File: src/rtl/pipe_hazard_ctrl_if.sv
`default_nettype none
// ----------------------------------------------------------------------------
// pipe_hazard_ctrl_if : hazard inputs and pipeline strobes of the controller
// Rev 1.0
// ----------------------------------------------------------------------------
interface pipe_hazard_ctrl_if #(
  parameter int CNT_W = 16
);
  logic [4:0]       id_rs1;
  logic [4:0]       id_rs2;
  logic             id_use_rs1;
  logic             id_use_rs2;
  logic [4:0]       ex_rd;
  logic             ex_regwrite;
  logic             ex_is_load;
  logic             mem_pcsel;
  logic             mem_take_jalr;
  logic [7:0]       mem_jalr_target;
  logic [7:0]       mem_br_target;
  logic             mem_access;
  logic             dmem_ready;

  logic             pc_en;
  logic             if_id_en;
  logic             if_id_flush;
  logic             id_ex_en;
  logic             id_ex_flush;
  logic             ex_mem_en;
  logic             ex_mem_flush;
  logic             mem_wb_flush;
  logic             redirect_valid;
  logic [7:0]       redirect_pc;
  logic             err;
  logic [CNT_W-1:0] stall_cnt;
  logic [CNT_W-1:0] flush_cnt;

  modport master (
    output id_rs1, id_rs2, id_use_rs1, id_use_rs2, ex_rd, ex_regwrite, ex_is_load,
           mem_pcsel, mem_take_jalr, mem_jalr_target, mem_br_target, mem_access, dmem_ready,
    input  pc_en, if_id_en, if_id_flush, id_ex_en, id_ex_flush, ex_mem_en, ex_mem_flush,
           mem_wb_flush, redirect_valid, redirect_pc, err, stall_cnt, flush_cnt
  );

  modport slave (
    input  id_rs1, id_rs2, id_use_rs1, id_use_rs2, ex_rd, ex_regwrite, ex_is_load,
           mem_pcsel, mem_take_jalr, mem_jalr_target, mem_br_target, mem_access, dmem_ready,
    output pc_en, if_id_en, if_id_flush, id_ex_en, id_ex_flush, ex_mem_en, ex_mem_flush,
           mem_wb_flush, redirect_valid, redirect_pc, err, stall_cnt, flush_cnt
  );
endinterface
`default_nettype wire

File: src/rtl/pipe_hazard_ctrl.sv
`default_nettype none
// ----------------------------------------------------------------------------
// pipe_hazard_ctrl : 5-stage pipeline stall/flush/redirect controller
// Rev 1.0
// ----------------------------------------------------------------------------
module pipe_hazard_ctrl #(
  parameter int unsigned TIMEOUT = 15,
  parameter int          CNT_W   = 16
) (
  input  wire logic          clk,
  input  wire logic          rst,
  pipe_hazard_ctrl_if.slave  bus
);

  localparam int WAIT_W = (TIMEOUT > 1) ? $clog2(TIMEOUT + 1) : 1;
  localparam logic [WAIT_W-1:0] WAIT_LAST = WAIT_W'((TIMEOUT > 0) ? TIMEOUT - 1 : 0);
  localparam logic [WAIT_W-1:0] WAIT_MAX  = '1;
  localparam logic [CNT_W-1:0]  CNT_MAX   = '1;

  typedef enum logic [1:0] {
    S_RUN   = 2'd0,
    S_WAIT  = 2'd1,
    S_ERROR = 2'd2
  } state_t;

  state_t            state_q, state_d;
  logic [WAIT_W-1:0] wait_cnt_q, wait_cnt_d;
  logic              err_q, err_d;
  logic [CNT_W-1:0]  stall_cnt_q, stall_cnt_d;
  logic [CNT_W-1:0]  flush_cnt_q, flush_cnt_d;

  logic       pc_en, if_id_en, if_id_flush, id_ex_en, id_ex_flush;
  logic       ex_mem_en, ex_mem_flush, mem_wb_flush, redirect_valid;
  logic [7:0] redirect_pc;

  logic mem_stall, redirect, rs1_hit, rs2_hit, load_use;

  assign mem_stall = bus.mem_access & ~bus.dmem_ready;
  assign redirect  = bus.mem_take_jalr | bus.mem_pcsel;
  assign rs1_hit   = bus.id_use_rs1 & (bus.id_rs1 == bus.ex_rd);
  assign rs2_hit   = bus.id_use_rs2 & (bus.id_rs2 == bus.ex_rd);
  assign load_use  = bus.ex_is_load & bus.ex_regwrite & (bus.ex_rd != 5'd0) & (rs1_hit | rs2_hit);

  always_comb begin
    pc_en          = 1'b1;
    if_id_en       = 1'b1;
    id_ex_en       = 1'b1;
    ex_mem_en      = 1'b1;
    if_id_flush    = 1'b0;
    id_ex_flush    = 1'b0;
    ex_mem_flush   = 1'b0;
    mem_wb_flush   = 1'b0;
    redirect_valid = 1'b0;
    redirect_pc    = 8'd0;
    state_d        = state_q;
    wait_cnt_d     = wait_cnt_q;
    err_d          = err_q;

    if (rst) begin
      pc_en        = 1'b0;
      if_id_en     = 1'b0;
      id_ex_en     = 1'b0;
      ex_mem_en    = 1'b0;
      if_id_flush  = 1'b1;
      id_ex_flush  = 1'b1;
      ex_mem_flush = 1'b1;
      mem_wb_flush = 1'b1;
    end else if (state_q == S_ERROR) begin
      pc_en        = 1'b0;
      if_id_en     = 1'b0;
      id_ex_en     = 1'b0;
      ex_mem_en    = 1'b0;
      mem_wb_flush = 1'b1;
    end else if (mem_stall) begin
      // Freeze everything upstream of MEM; a pending redirect waits for ready.
      pc_en        = 1'b0;
      if_id_en     = 1'b0;
      id_ex_en     = 1'b0;
      ex_mem_en    = 1'b0;
      mem_wb_flush = 1'b1;
      state_d      = S_WAIT;
      if (wait_cnt_q != WAIT_MAX) wait_cnt_d = wait_cnt_q + WAIT_W'(1);
      if ((state_q == S_WAIT) && (TIMEOUT != 0) && (wait_cnt_q >= WAIT_LAST)) begin
        state_d = S_ERROR;
        err_d   = 1'b1;
      end
    end else begin
      state_d    = S_RUN;
      wait_cnt_d = '0;
      if (redirect) begin
        redirect_valid = 1'b1;
        redirect_pc    = bus.mem_take_jalr ? bus.mem_jalr_target : bus.mem_br_target;
        if_id_flush    = 1'b1;
        id_ex_flush    = 1'b1;
        ex_mem_flush   = 1'b1;
      end else if (load_use) begin
        pc_en       = 1'b0;
        if_id_en    = 1'b0;
        id_ex_flush = 1'b1;
      end
    end

    stall_cnt_d = stall_cnt_q;
    flush_cnt_d = flush_cnt_q;
    if (!rst && (state_q != S_ERROR)) begin
      if (!pc_en && (stall_cnt_q != CNT_MAX)) stall_cnt_d = stall_cnt_q + CNT_W'(1);
      if (redirect_valid && (flush_cnt_q != CNT_MAX)) flush_cnt_d = flush_cnt_q + CNT_W'(1);
    end
  end

  always_ff @(posedge clk) begin
    if (rst) begin
      state_q     <= S_RUN;
      wait_cnt_q  <= '0;
      err_q       <= 1'b0;
      stall_cnt_q <= '0;
      flush_cnt_q <= '0;
    end else begin
      state_q     <= state_d;
      wait_cnt_q  <= wait_cnt_d;
      err_q       <= err_d;
      stall_cnt_q <= stall_cnt_d;
      flush_cnt_q <= flush_cnt_d;
    end
  end

  assign bus.pc_en          = pc_en;
  assign bus.if_id_en       = if_id_en;
  assign bus.if_id_flush    = if_id_flush;
  assign bus.id_ex_en       = id_ex_en;
  assign bus.id_ex_flush    = id_ex_flush;
  assign bus.ex_mem_en      = ex_mem_en;
  assign bus.ex_mem_flush   = ex_mem_flush;
  assign bus.mem_wb_flush   = mem_wb_flush;
  assign bus.redirect_valid = redirect_valid;
  assign bus.redirect_pc    = redirect_pc;
  assign bus.err            = err_q;
  assign bus.stall_cnt      = stall_cnt_q;
  assign bus.flush_cnt      = flush_cnt_q;

endmodule
`default_nettype wire

File: src/flat_wrapper.sv
// flat-port wrapper written by rule: the top's interface ports become plain ports
module pipe_hazard_ctrl_flat 
#(
  parameter int unsigned TIMEOUT = 15,
  parameter int          CNT_W   = 16
)
  (clk, rst, bus_id_rs1, bus_id_rs2, bus_id_use_rs1, bus_id_use_rs2, bus_ex_rd, bus_ex_regwrite, bus_ex_is_load, bus_mem_pcsel, bus_mem_take_jalr, bus_mem_jalr_target, bus_mem_br_target, bus_mem_access, bus_dmem_ready, bus_pc_en, bus_if_id_en, bus_if_id_flush, bus_id_ex_en, bus_id_ex_flush, bus_ex_mem_en, bus_ex_mem_flush, bus_mem_wb_flush, bus_redirect_valid, bus_redirect_pc, bus_err, bus_stall_cnt, bus_flush_cnt);
  pipe_hazard_ctrl_if #(.CNT_W(CNT_W)) bus_i ();
  input  wire logic clk;
  input  wire logic rst;
  input wire logic [$bits(bus_i.id_rs1)-1:0] bus_id_rs1;
  input wire logic [$bits(bus_i.id_rs2)-1:0] bus_id_rs2;
  input wire logic [$bits(bus_i.id_use_rs1)-1:0] bus_id_use_rs1;
  input wire logic [$bits(bus_i.id_use_rs2)-1:0] bus_id_use_rs2;
  input wire logic [$bits(bus_i.ex_rd)-1:0] bus_ex_rd;
  input wire logic [$bits(bus_i.ex_regwrite)-1:0] bus_ex_regwrite;
  input wire logic [$bits(bus_i.ex_is_load)-1:0] bus_ex_is_load;
  input wire logic [$bits(bus_i.mem_pcsel)-1:0] bus_mem_pcsel;
  input wire logic [$bits(bus_i.mem_take_jalr)-1:0] bus_mem_take_jalr;
  input wire logic [$bits(bus_i.mem_jalr_target)-1:0] bus_mem_jalr_target;
  input wire logic [$bits(bus_i.mem_br_target)-1:0] bus_mem_br_target;
  input wire logic [$bits(bus_i.mem_access)-1:0] bus_mem_access;
  input wire logic [$bits(bus_i.dmem_ready)-1:0] bus_dmem_ready;
  output wire logic [$bits(bus_i.pc_en)-1:0] bus_pc_en;
  output wire logic [$bits(bus_i.if_id_en)-1:0] bus_if_id_en;
  output wire logic [$bits(bus_i.if_id_flush)-1:0] bus_if_id_flush;
  output wire logic [$bits(bus_i.id_ex_en)-1:0] bus_id_ex_en;
  output wire logic [$bits(bus_i.id_ex_flush)-1:0] bus_id_ex_flush;
  output wire logic [$bits(bus_i.ex_mem_en)-1:0] bus_ex_mem_en;
  output wire logic [$bits(bus_i.ex_mem_flush)-1:0] bus_ex_mem_flush;
  output wire logic [$bits(bus_i.mem_wb_flush)-1:0] bus_mem_wb_flush;
  output wire logic [$bits(bus_i.redirect_valid)-1:0] bus_redirect_valid;
  output wire logic [$bits(bus_i.redirect_pc)-1:0] bus_redirect_pc;
  output wire logic [$bits(bus_i.err)-1:0] bus_err;
  output wire logic [$bits(bus_i.stall_cnt)-1:0] bus_stall_cnt;
  output wire logic [$bits(bus_i.flush_cnt)-1:0] bus_flush_cnt;
  assign bus_i.id_rs1 = bus_id_rs1;
  assign bus_i.id_rs2 = bus_id_rs2;
  assign bus_i.id_use_rs1 = bus_id_use_rs1;
  assign bus_i.id_use_rs2 = bus_id_use_rs2;
  assign bus_i.ex_rd = bus_ex_rd;
  assign bus_i.ex_regwrite = bus_ex_regwrite;
  assign bus_i.ex_is_load = bus_ex_is_load;
  assign bus_i.mem_pcsel = bus_mem_pcsel;
  assign bus_i.mem_take_jalr = bus_mem_take_jalr;
  assign bus_i.mem_jalr_target = bus_mem_jalr_target;
  assign bus_i.mem_br_target = bus_mem_br_target;
  assign bus_i.mem_access = bus_mem_access;
  assign bus_i.dmem_ready = bus_dmem_ready;
  assign bus_pc_en = bus_i.pc_en;
  assign bus_if_id_en = bus_i.if_id_en;
  assign bus_if_id_flush = bus_i.if_id_flush;
  assign bus_id_ex_en = bus_i.id_ex_en;
  assign bus_id_ex_flush = bus_i.id_ex_flush;
  assign bus_ex_mem_en = bus_i.ex_mem_en;
  assign bus_ex_mem_flush = bus_i.ex_mem_flush;
  assign bus_mem_wb_flush = bus_i.mem_wb_flush;
  assign bus_redirect_valid = bus_i.redirect_valid;
  assign bus_redirect_pc = bus_i.redirect_pc;
  assign bus_err = bus_i.err;
  assign bus_stall_cnt = bus_i.stall_cnt;
  assign bus_flush_cnt = bus_i.flush_cnt;
  pipe_hazard_ctrl #(.TIMEOUT(TIMEOUT), .CNT_W(CNT_W)) u_core (.clk(clk), .rst(rst), .bus(bus_i));
endmodule
File: config.mk
export PLATFORM = sky130hd
export DESIGN_NAME = pipe_hazard_ctrl_flat
export DESIGN_NICKNAME = d
export VERILOG_FILES = /design/src/rtl/pipe_hazard_ctrl_if.sv /design/src/rtl/pipe_hazard_ctrl.sv /design/src/flat_wrapper.sv
export SDC_FILE = /design/constraint.sdc
export NUM_CORES = 1
export LEC_CHECK = 0
export ABC_AREA = 1
export CAP_MARGIN = 20
export CORE_ASPECT_RATIO = 2
export CORE_MARGIN = 2
export CORE_UTILIZATION = 45
export DETAILED_ROUTE_END_ITERATION = 8
export GPL_TIMING_DRIVEN = 0
export PLACE_DENSITY_LB_ADDON = 0.3
export SETUP_SLACK_MARGIN = 0.5
export SLEW_MARGIN = 30
export SYNTH_ARGS = -nofsm -noshare
export SYNTH_HDL_FRONTEND = slang
export SYNTH_SLANG_ARGS = --single-unit
File: constraint.sdc
create_clock -name clk -period 1.79 [get_ports clk]
set_input_delay 0.358 -clock clk [delete_from_list [all_inputs] [get_ports clk]]
set_output_delay 0.358 -clock clk [all_outputs]
set_load 0.1 [all_outputs]
# Yosys cells after proc, flatten, opt, wreduce, memory -nomap -nowiden
# Index checks and enable logic that the tools add are counted.
totals:
  reg_bits: 39
  latchBits: 0
  ram_bits: 0
  romBits: 0
  in_bits: 41
  out_inout_bits: 50
  word_cells: 69
  mem_count: 0
op_classes:
  add_sub_neg: 3
  mul: 0
  div: 0
  n_lt_le_gt_ge: 1
  n_eq_ne: 9
  shift: 0
  n_mux: 30
  bitwise: 10
  n_reduce_logical: 11
ops:
  columns: ["operator", "n"]
  rows:
  - ["$mux 8", 5]
  - ["$add 16x1->16 const B", 2]
  - ["$ne 16x16->1 const B", 2]
  - ["$mux 1", 21]
  - ["$eq 5x5->1", 2]
  - ["$mux 4", 2]
  - ["$and 1x1->1", 6]
  - ["$reduce_and 2->1", 3]
  - ["$reduce_bool 5->1", 1]
  - ["$add 4x1->4 const B", 1]
  - ["$ge 4x4->1 const B", 1]
  - ["$logic_and 1x1->1", 4]
  - ["$mux 2", 2]
  - ["$ne 2x2->1 const B", 2]
  - ["$ne 4x4->1 const B", 1]
  - ["$reduce_and 3->1", 1]
  - ["$eq 2x1->1 const B", 1]
  - ["$eq 2x2->1 const B", 1]
  - ["$logic_not 1->1", 2]
  - ["$not 1->1", 2]
  - ["$or 1x1->1", 2]

# Longest topological paths before layout
# Gate-level depths: netlist (run 1).
logic_depth:
  depth_word: 12
  depth_mapped: 13
  depth_no_buf: 13

# Worst setup path after synthesis (run 1)
# Ideal clock, no wire load.
synth_timing:
  kind: "input-to-output"
  start: "input port bus_mem_access"
  end: "output port bus_id_ex_flush"
  t_arrival_ps: 3815
  required_time_ps: 1432
  setup_slack_ps: -2383
  stages: 5
  path_buffers: 0
  path_cell_list: "inv_1 or2_4 nand2_1 o21ai_0 o21bai_1"
synth_between:
  elab_chain_len: 4
synth_lines:
  columns: ["item", "line", "source"]
  rows:
  - ["start, declared", "flat_wrapper.sv:22", "input wire logic [$bits(bus_i.mem_access)-1:0] bus_mem_access;"]
  - ["$and 1x1->1", "pipe_hazard_ctrl.sv:38", "assign mem_stall = bus.mem_access & ~bus.dmem_ready;"]
  - ["$mux 1", "pipe_hazard_ctrl.sv:74", "end else if (mem_stall) begin"]
  - ["$mux 1", "pipe_hazard_ctrl.sv:68", "end else if (state_q == S_ERROR) begin"]
  - ["$mux 1", "pipe_hazard_ctrl.sv:59", "if (rst) begin"]
  - ["end, declared", "flat_wrapper.sv:28", "output wire logic [$bits(bus_i.id_ex_flush)-1:0] bus_id_ex_flush;"]
# Every way passes these cells.

# Final worst setup path (run 1)
layout_timing:
  start: "register u_core.state_q[0]"
  end: "output port bus_id_ex_flush"
layout_between:
  elab_chain_len: 3
layout_lines:
  columns: ["item", "line", "source"]
  rows:
  - ["start, declared", "pipe_hazard_ctrl.sv:26", "state_t state_q, state_d;"]
  - ["start signal, assigned", "pipe_hazard_ctrl.sv:119", "state_q <= state_d;"]
  - ["$eq 2x2->1", "pipe_hazard_ctrl.sv:68", null]
  - ["$mux 1", "pipe_hazard_ctrl.sv:68", null]
  - ["$mux 1", "pipe_hazard_ctrl.sv:59", null]
# Every way passes these cells.

==> results of run 1 <==
[path summary, 6_finish.rpt]
check	start	to	slack [ps]	cells after the start
max	u_core.state_q[0]$_SDFFE_PP0N_	bus_id_ex_flush	-170	8
min	rst	u_core.bus.flush_cnt[14]$_SDFFE_PP0P_	260	2
max reg2reg	u_core.state_q[0]$_SDFFE_PP0N_	u_core.bus.flush_cnt[7]$_SDFFE_PP0P_	-110	15
min reg2reg	u_core.bus.stall_cnt[10]$_SDFFE_PP0P_	u_core.bus.stall_cnt[10]$_SDFFE_PP0P_	490	2
[cell usage in the layout, fill, tap and decap left out, types with 3 or more instances in the layout]
cell type                         count
sky130_fd_sc_hd__nand2_1             80
sky130_fd_sc_hd__buf_6               41
sky130_fd_sc_hd__buf_4               39
sky130_fd_sc_hd__buf_12              32
sky130_fd_sc_hd__nor2_1              32
sky130_fd_sc_hd__inv_1               25
sky130_fd_sc_hd__a21oi_2             24
sky130_fd_sc_hd__nand2_4             23
sky130_fd_sc_hd__nand4_1             22
sky130_fd_sc_hd__dfxtp_2             19
sky130_fd_sc_hd__nand2_2             16
sky130_fd_sc_hd__clkdlybuf4s50_1     16
sky130_fd_sc_hd__dfxtp_4             16
sky130_fd_sc_hd__nand3_1             14
sky130_fd_sc_hd__xor2_1              12
sky130_fd_sc_hd__xnor2_1              9
sky130_fd_sc_hd__inv_2                8
sky130_fd_sc_hd__a21oi_4              8
sky130_fd_sc_hd__nor2_2               8
sky130_fd_sc_hd__buf_8                8
sky130_fd_sc_hd__a21oi_1              8
sky130_fd_sc_hd__nand3_2              7
sky130_fd_sc_hd__clkbuf_16            7
sky130_fd_sc_hd__clkbuf_2             7
sky130_fd_sc_hd__buf_2                5
sky130_fd_sc_hd__nand2_8              5
sky130_fd_sc_hd__nor3_1               5
sky130_fd_sc_hd__nor2_4               4
sky130_fd_sc_hd__o21ai_2              4
sky130_fd_sc_hd__dfxtp_1              4
sky130_fd_sc_hd__inv_4                3
sky130_fd_sc_hd__clkinv_8             3
sky130_fd_sc_hd__clkbuf_1             3
sky130_fd_sc_hd__dlygate4sd2_1        3
[cells by family (layout without fill, tap and decap cells)]
kind of cell	Yosys count	after routing
adders and majority gates	4	4
AOI/OAI and AO/OA	50	50
DFF	39	39
xor gates and xnor gates	21	21
and+or+nand+nor	227	228
buffers and inverters	53	206
[registers in the layout, indices dropped and copies added, names as in the netlist]
name                  cells
u_core.bus.err            1
u_core.bus.flush_cnt     16
u_core.wait_cnt_q         4
u_core.bus.stall_cnt     16
u_core.state_q            2
[cells in the mapped netlist (all sizes together)]
master / n / area share, %
nor2: 45 / 7.6
xnor2: 9 / 2.9
or2: 1 / 0.32
o21bai: 1 / 0.28
xor2: 12 / 3.9
nor3: 7 / 1.5
nor4: 1 / 0.23
inv: 37 / 5.3
nor3b: 1 / 0.46
dfxtp: 39 / 29
and3: 3 / 0.69
clkinv: 2 / 0.92
and2: 1 / 0.28
o21ai: 7 / 1.3
nand3: 22 / 4.5
nand3b: 1 / 0.28
a31oi: 1 / 0.23
clkbuf: 2 / 0.28
nand2: 123 / 21
nand4: 22 / 5.1
a21boi: 1 / 0.28
ha: 4 / 1.8
buf: 12 / 3.8
a21oi: 40 / 8.7
[worst reg2reg max path, delay by kind of cell (launching register included)]
| family | cells | cell delay (ps) |
|---|---|---|
| DFF | 1 | 360 |
| xor gates and xnor gates | 1 | 170 |
| buffers and inverters | 7 | 670 |
| and+or+nand+nor | 7 | 590 |
[area by class of cell]
type	count	area share [%]
Sequential cell	39	16.3
Clock inverter	1	0.0706
Buffer	14	3.32
Inverter	39	3.60
Clock buffer	7	2.68
Timing Repair inverter	1	0.212
Tap cell	63	1.48
Multi-Input combinational cell	303	40.5
Timing Repair Buffer	144	31.9
[timing repair]
item / CTS / global route
pin swaps: 33 / 50
setup buffers: 19 / 34
hold buffers: 0 / 0
gates cloned: 1 / 4
gates resized for setup: 461 / 137
setup endpoints to repair: 86 / 66
[routing by layer]
metal / vias up / track usage (%)
li1: 1586 / -
met1: 1659 / 30.5
met2: 169 / 47.3
met3: 53 / 4.99
met4: 0 / 11.4
met5: - / 0
[report_power, final]
part           internal (mW)  switching [mW]  total, mW
Combinational          0.420           0.568      0.988
Clock                  0.552           0.393      0.945
Sequential             0.859          0.0192      0.878
Total                   1.83           0.980       2.81
[through the flow]
stage,TNS (ps),instances,power (mW),instance area [µm²],worst slack (ps)
3_5_place_dp,-30130,545,1.56,3930,-1470
6_report,-3110,611,2.81,5320,-173
4_1_cts,-1520,573,2.57,4580,-143
2_1_floorplan,-5110,394,1.37,2970,-390
5_1_grt,-4910,611,2.86,5320,-198
3_3_place_gp,-29610,545,1.55,3930,-1460
==> metrics.txt, run 1 <==
Slowest Stage Delay on Critical Path 360 ps; final setup slack of the worst path -173 ps; per-instance average area after synthesis 6.90 µm²; run status finished with violations; cell chain of the critical path inv_4, nand2_8, buf_4, buf_6, nand2_4, o21ai_4, o21bai_4, buf_12; DRC marker count from the first detailed-route iteration around 220; top-level I/O count 91; crit-path max FO 3; ANT nets after route 0; gate count of the mapped netlist 394; Top delay family on crit path buffers and inverters; leakage power between 2 and 2.5 nW; CP max-delay cell sky130_fd_sc_hd__dfxtp_2; Post-Synthesis Cell Area ~2700 µm²; maximum number of pins on one net before global-route repair 12; count of final setup violators 36; kind of end point of the critical path primary output; Hold Violations, Final 0; violated checks DRC, setup timing; All-Layer GR Usage about 27%; number of sinks driven by the clock tree 39; CP Class flop to primary output; Slew Limit Headroom 51.6%; gp weighted congestion between 0.8 and 0.9; first-pass detailed-route iteration total 6; total area of multi-input combinational cells roughly 2200 µm²; cell area power density 529 nW/µm²; timing-limited maximum frequency 510 MHz; Final min period 1960 ps; Ant. Diodes 0; Final Skew approximately 12 ps; total number of vias 3,467; Core Util, Final 90.0%; die outline height approximately 110 µm; Root Driver sky130_fd_sc_hd__clkbuf_16; detailed-routing wirelength on met1 around 4200 µm; standard cell core area 5910 µm²; maxcap violations 0; clock latency on the worst-skew pair 300 ps; clock buffer count from CTS 5; # H-tree levels 2; fill count 255; required time at the endpoint of the critical path 1430 ps; final-report max-slew violation count 0; Simple-Gate Fraction of Synth Area 41.6%; total nets after synthesis 439; Tightest Hold Check Type input pin to flop; vias in the first global route 2,998; TritonCTS clock tree yes; RSZ-0062 raised after global routing true; overflow left after global routing 0; share of layout cells above drive strength 1 55.5%; metal3 WL just under 700 µm; combinational family with the most area after synthesis simple AND/OR/NAND/NOR gates; first-pass GRT wire length 14,100 µm; worst-case hold slack 260 ps; post-DP HPWL 5390 µm; actual slew at the worst max-slew pin 727 ps; data arrival time of the critical path 1600 ps; overall die area 6720 µm²; synthesis-to-layout area growth 95.5%; number of nets at the end of the flow ~590; mean number of vias per cell 5.67; storage element area 865 µm²; clock-pin transition on the worst setup and hold timing paths ~60 ps; Yosys warning count 0; category of the worst setup path launch point flop; total buffers and inverters traversed by the critical path 4; maximum clock path buffer count 2; Row Count 40; Synth Area in Compound Gates roughly 11%; maximum vdd ir drop 0.656 mV; portion of the clock cycle consumed by the worst path in the final layout 110%; initial antenna violation count 0; DRC violation count after routing 6; count of state elements after synthesis 39; detailed-route wire length per cell between 20 and 25 µm; horizontal die dimension 59.0 µm; adder-cell area share of the yosys netlist 1.84%; top layer used by detailed routing met4; WL met2 6890 µm; share of synthesized area occupied by flip-flops and latches 28.7%; post-synthesis mux area share 0%; total wire length 12,400 µm; number of buffer cells added on primary ports just under 90; number of distinct library cells after synthesis 40; fraction of synthesized cell area in xor and xnor cells 6.76%; effective utilization at floorplan 46.0%
Power figures use the tool's default switching activity.
==> run 2, diff against run 1 <==
- ABC_AREA: 1 -> 0
- CORE_UTILIZATION: 45 -> 44
- CTS_BUF_LIST: not set -> sky130_fd_sc_hd__clkbuf_8
==> run 2 against run 1 <==
Compared with the run above:
- the run ends with setup timing left
- clock-buffer cell count fell by 2
- synthesized cell count fell by 31%
- register-to-register slack worse by 550 ps
- global-route usage is 7.2 points higher
- die area fell by 17%
- routed wire length rose by 1.3%
- core utilization increased by 5.4 points
- combinational power fell by 20%
- sequential cell count stayed put
- via count fell by 14%
- largest power group is now sequential cells
==> metrics.txt, run 2 <==
most area-consuming cells after synthesis sky130_fd_sc_hd__dfxtp_1 36%, sky130_fd_sc_hd__nor2_1 6.0%, sky130_fd_sc_hd__xnor2_1 5.6%; synthesis-to-layout area growth 112%; number of sinks driven by the clock tree 39; crit-path max FO 6; Yosys warning count 0; RSZ-0062 raised after global routing true; commonest cells in the netlist 39 x sky130_fd_sc_hd__dfxtp_1, 35 x sky130_fd_sc_hd__nor2_1, 20 x sky130_fd_sc_hd__nand2_1, 19 x sky130_fd_sc_hd__a21oi_1, 16 x sky130_fd_sc_hd__nand3_1; Yosys top cell area share 35.9%; clock-pin transition on the worst setup and hold timing paths 90 ps; standard cell core area roughly 4800 µm²; Post-Synthesis Cell Area 2170 µm²; first-pass detailed-route iteration total 4; biggest area consumer among synthesized cells sky130_fd_sc_hd__dfxtp_1; category of the worst setup path launch point flop; DRC marker count from the first detailed-route iteration 257; effective utilization at floorplan 45.1%; top_reg_cell synth sky130_fd_sc_hd__dfxtp_1; required time at the endpoint of the critical path between 1500 and 2000 ps; total nets after synthesis 315; Placed Instance Area 3520 µm²; die outline height 103 µm; # H-tree levels 2; leading cell type in the layout, fill and taps excluded sky130_fd_sc_hd__buf_12; Root Driver sky130_fd_sc_hd__clkbuf_8; total area of multi-input combinational cells 1760 µm²; count of final setup violators between 40 and 50; Ant. Diodes 0; All-Layer GR Usage between 30 and 40%; maxcap violations 0; number of buffer cells added on primary ports 89; horizontal die dimension approximately 54 µm; per-instance average area after synthesis between 8 and 9 µm²; run status finished with violations; detailed-route wire length per cell between 20 and 30 µm; gate count of the mapped netlist 270; cell area power density 501 nW/µm²; kind of end point of the critical path flop; cell with the most instances after synthesis sky130_fd_sc_hd__dfxtp_1; Tightest Hold Check Type flop to flop; clock buffer count from CTS 5; actual slew at the worst max-slew pin 699 ps; maximum vdd ir drop 0.561 mV; vias in the first global route 2,731; final setup slack of the worst path -659 ps; maximum number of pins on one net before global-route repair 13; reg2reg setup slack -660 ps; first-pass GRT wire length 13,600 µm; share of synthesized area occupied by flip-flops and latches 35.9%; initial antenna violation count 0; terminus of the critical flop-to-flop path u_core.bus.stall_cnt[1]$_SDFFE_PP0P_; CP Class flop to flop; Slew Limit Headroom 53.4%; DRC violation count after routing 0; portion of the clock cycle consumed by the worst path in the final layout 137%; async set-reset flop share out of synthesis 0%; overflow left after global routing 0; leakage power between 1.5 and 2 nW; count of flip-flops with a built-in enable after synthesis 0; Hold Path Cell Cnt 2; Row Count 36; fill count between 100 and 150; share of layout cells above drive strength 1 52.8%; top-level I/O count 91; min-delay src u_core.bus.stall_cnt[11]$_SDFFE_PP0P_; hold path endpoint u_core.bus.stall_cnt[11]$_SDFFE_PP0P_; number of nets at the end of the flow 444; post-DP HPWL about 5000 µm; violated checks setup timing; total wire length 12,600 µm; Final min period between 2000 and 2500 ps; clock latency on the worst-skew pair 330 ps; maximum clock path buffer count 2; total number of vias 2,997; Core Util, Final 95.4%; ANT nets after route 0; data arrival time of the critical path between 2000 and 3000 ps; Post-CTS Hold Fix Bufs 0; timing-limited maximum frequency 408 MHz; Final Skew 9.33 ps; overall die area approximately 5600 µm²; depth of the worst register-to-register path 8; Hold Violations, Final 0; final-report max-slew violation count 0; mean number of vias per cell between 6 and 7; reg-to-reg startpoint u_core.bus.stall_cnt[9]$_SDFFE_PP0P_; Setup Slack @ Placement -1630 ps; TritonCTS clock tree yes; storage element area 886 µm²; count of state elements after synthesis 39; gp weighted congestion 0.770; number of distinct library cells after synthesis 43; highest-count cells in the layout ignoring fill and taps 33 x sky130_fd_sc_hd__buf_12, 30 x sky130_fd_sc_hd__buf_6, 24 x sky130_fd_sc_hd__dfxtp_4, 22 x sky130_fd_sc_hd__nor2_1, 20 x sky130_fd_sc_hd__clkdlybuf4s50_1; post-route standard cell area excluding fillers 4600 µm²
-- run 2: changes by cell type after synthesis, sizes merged, moves of 9 or more --
cell / previous run / this run
nand2: 123 / 20
a21oi: 40 / 19
nand4: 22 / 9
nor2: 45 / 36
inv: 37 / 7
mux2i: 0 / 9
or3: 0 / 14
-- run 2: critical path: stages, from the launching register on --
cell	delay (ps)
sky130_fd_sc_hd__dfxtp_4	410
sky130_fd_sc_hd__nand4_1	360
sky130_fd_sc_hd__nor3_4	400
sky130_fd_sc_hd__nand3_2	160
sky130_fd_sc_hd__a31oi_4	240
sky130_fd_sc_hd__buf_6	190
sky130_fd_sc_hd__buf_8	140
sky130_fd_sc_hd__mux2i_1	250
sky130_fd_sc_hd__nor2_1	140
-- run 2: cells by family (layout without fill, tap and decap cells) --
kind of cell	count (synthesis)	in the layout	share of synthesized area (%)
compound gates	45	45	11.9
fa+ha+maj	4	4	2.30
xor+xnor	26	26	10.5
mux	10	10	4.66
flops	39	39	35.9
buf+inv	20	150	4.55
simple gates	126	126	30.2
-- run 2: through the flow --
step	TNS, ps	std cells	power [mW]	hold WS, ps
finish	-18910	457	2.30	523
global route	-21990	457	2.33	525
CTS	-13080	447	2.18	481
detailed placement	-50710	416	1.47	456
global placement	-49690	416	1.46	444
floorplan	-9750	270	1.29	540
-- run 2: final cells by class --
| class | count | area share [%] |
|---|---|---|
| Clock buffer | 5 | 1.50 |
| Inverter | 7 | 0.735 |
| Buffer | 13 | 3.76 |
| Sequential cell | 39 | 19.3 |
| Tap cell | 57 | 1.55 |
| Clock inverter | 3 | 0.354 |
| Multi-Input combinational cell | 211 | 38.2 |
| Timing Repair Buffer | 122 | 34.6 |
-- run 2: worst max path at each step --
| stage | start | end | slack, ps | cells past startpoint |
|---|---|---|---|---|
| floorplan | bus_ex_rd[0] | bus_pc_en | -540 | 4 |
| global placement | bus_ex_rd[0] | bus_pc_en | -1610 | 6 |
| detailed placement | bus_ex_rd[0] | bus_pc_en | -1630 | 6 |
| CTS | u_core.state_q[1]$_SDFFE_PP0N_ | bus_redirect_pc[7] | -410 | 5 |
| global route | u_core.bus.stall_cnt[9]$_SDFFE_PP0P_ | u_core.bus.stall_cnt[1]$_SDFFE_PP0P_ | -800 | 8 |
| finish | u_core.bus.stall_cnt[9]$_SDFFE_PP0P_ | u_core.bus.stall_cnt[1]$_SDFFE_PP0P_ | -660 | 8 |
-- run 2: timing repair --
action | 4_1_cts | 5_1_grt
buffers inserted | 20 | 10
setup endpoints to repair | 89 | 79
resized for setup | 465 | 78
gates cloned | 3 | 0
pin swaps | 32 | 32
-- run 2: report_power, final --
group,total (mW),switching [mW],internal [mW]
logic,0.790,0.458,0.333
registers,0.865,0.0191,0.846
clock network,0.649,0.381,0.268
-- run 2: per-layer routing --
layer	global-route usage, %	part of all wire [%]	vias to the layer above
met5	0	0	-
met4	22.3	9.6	0
met3	10.6	8.9	103
met2	60.0	52	276
met1	32.2	30	1405
li1	-	-	1213
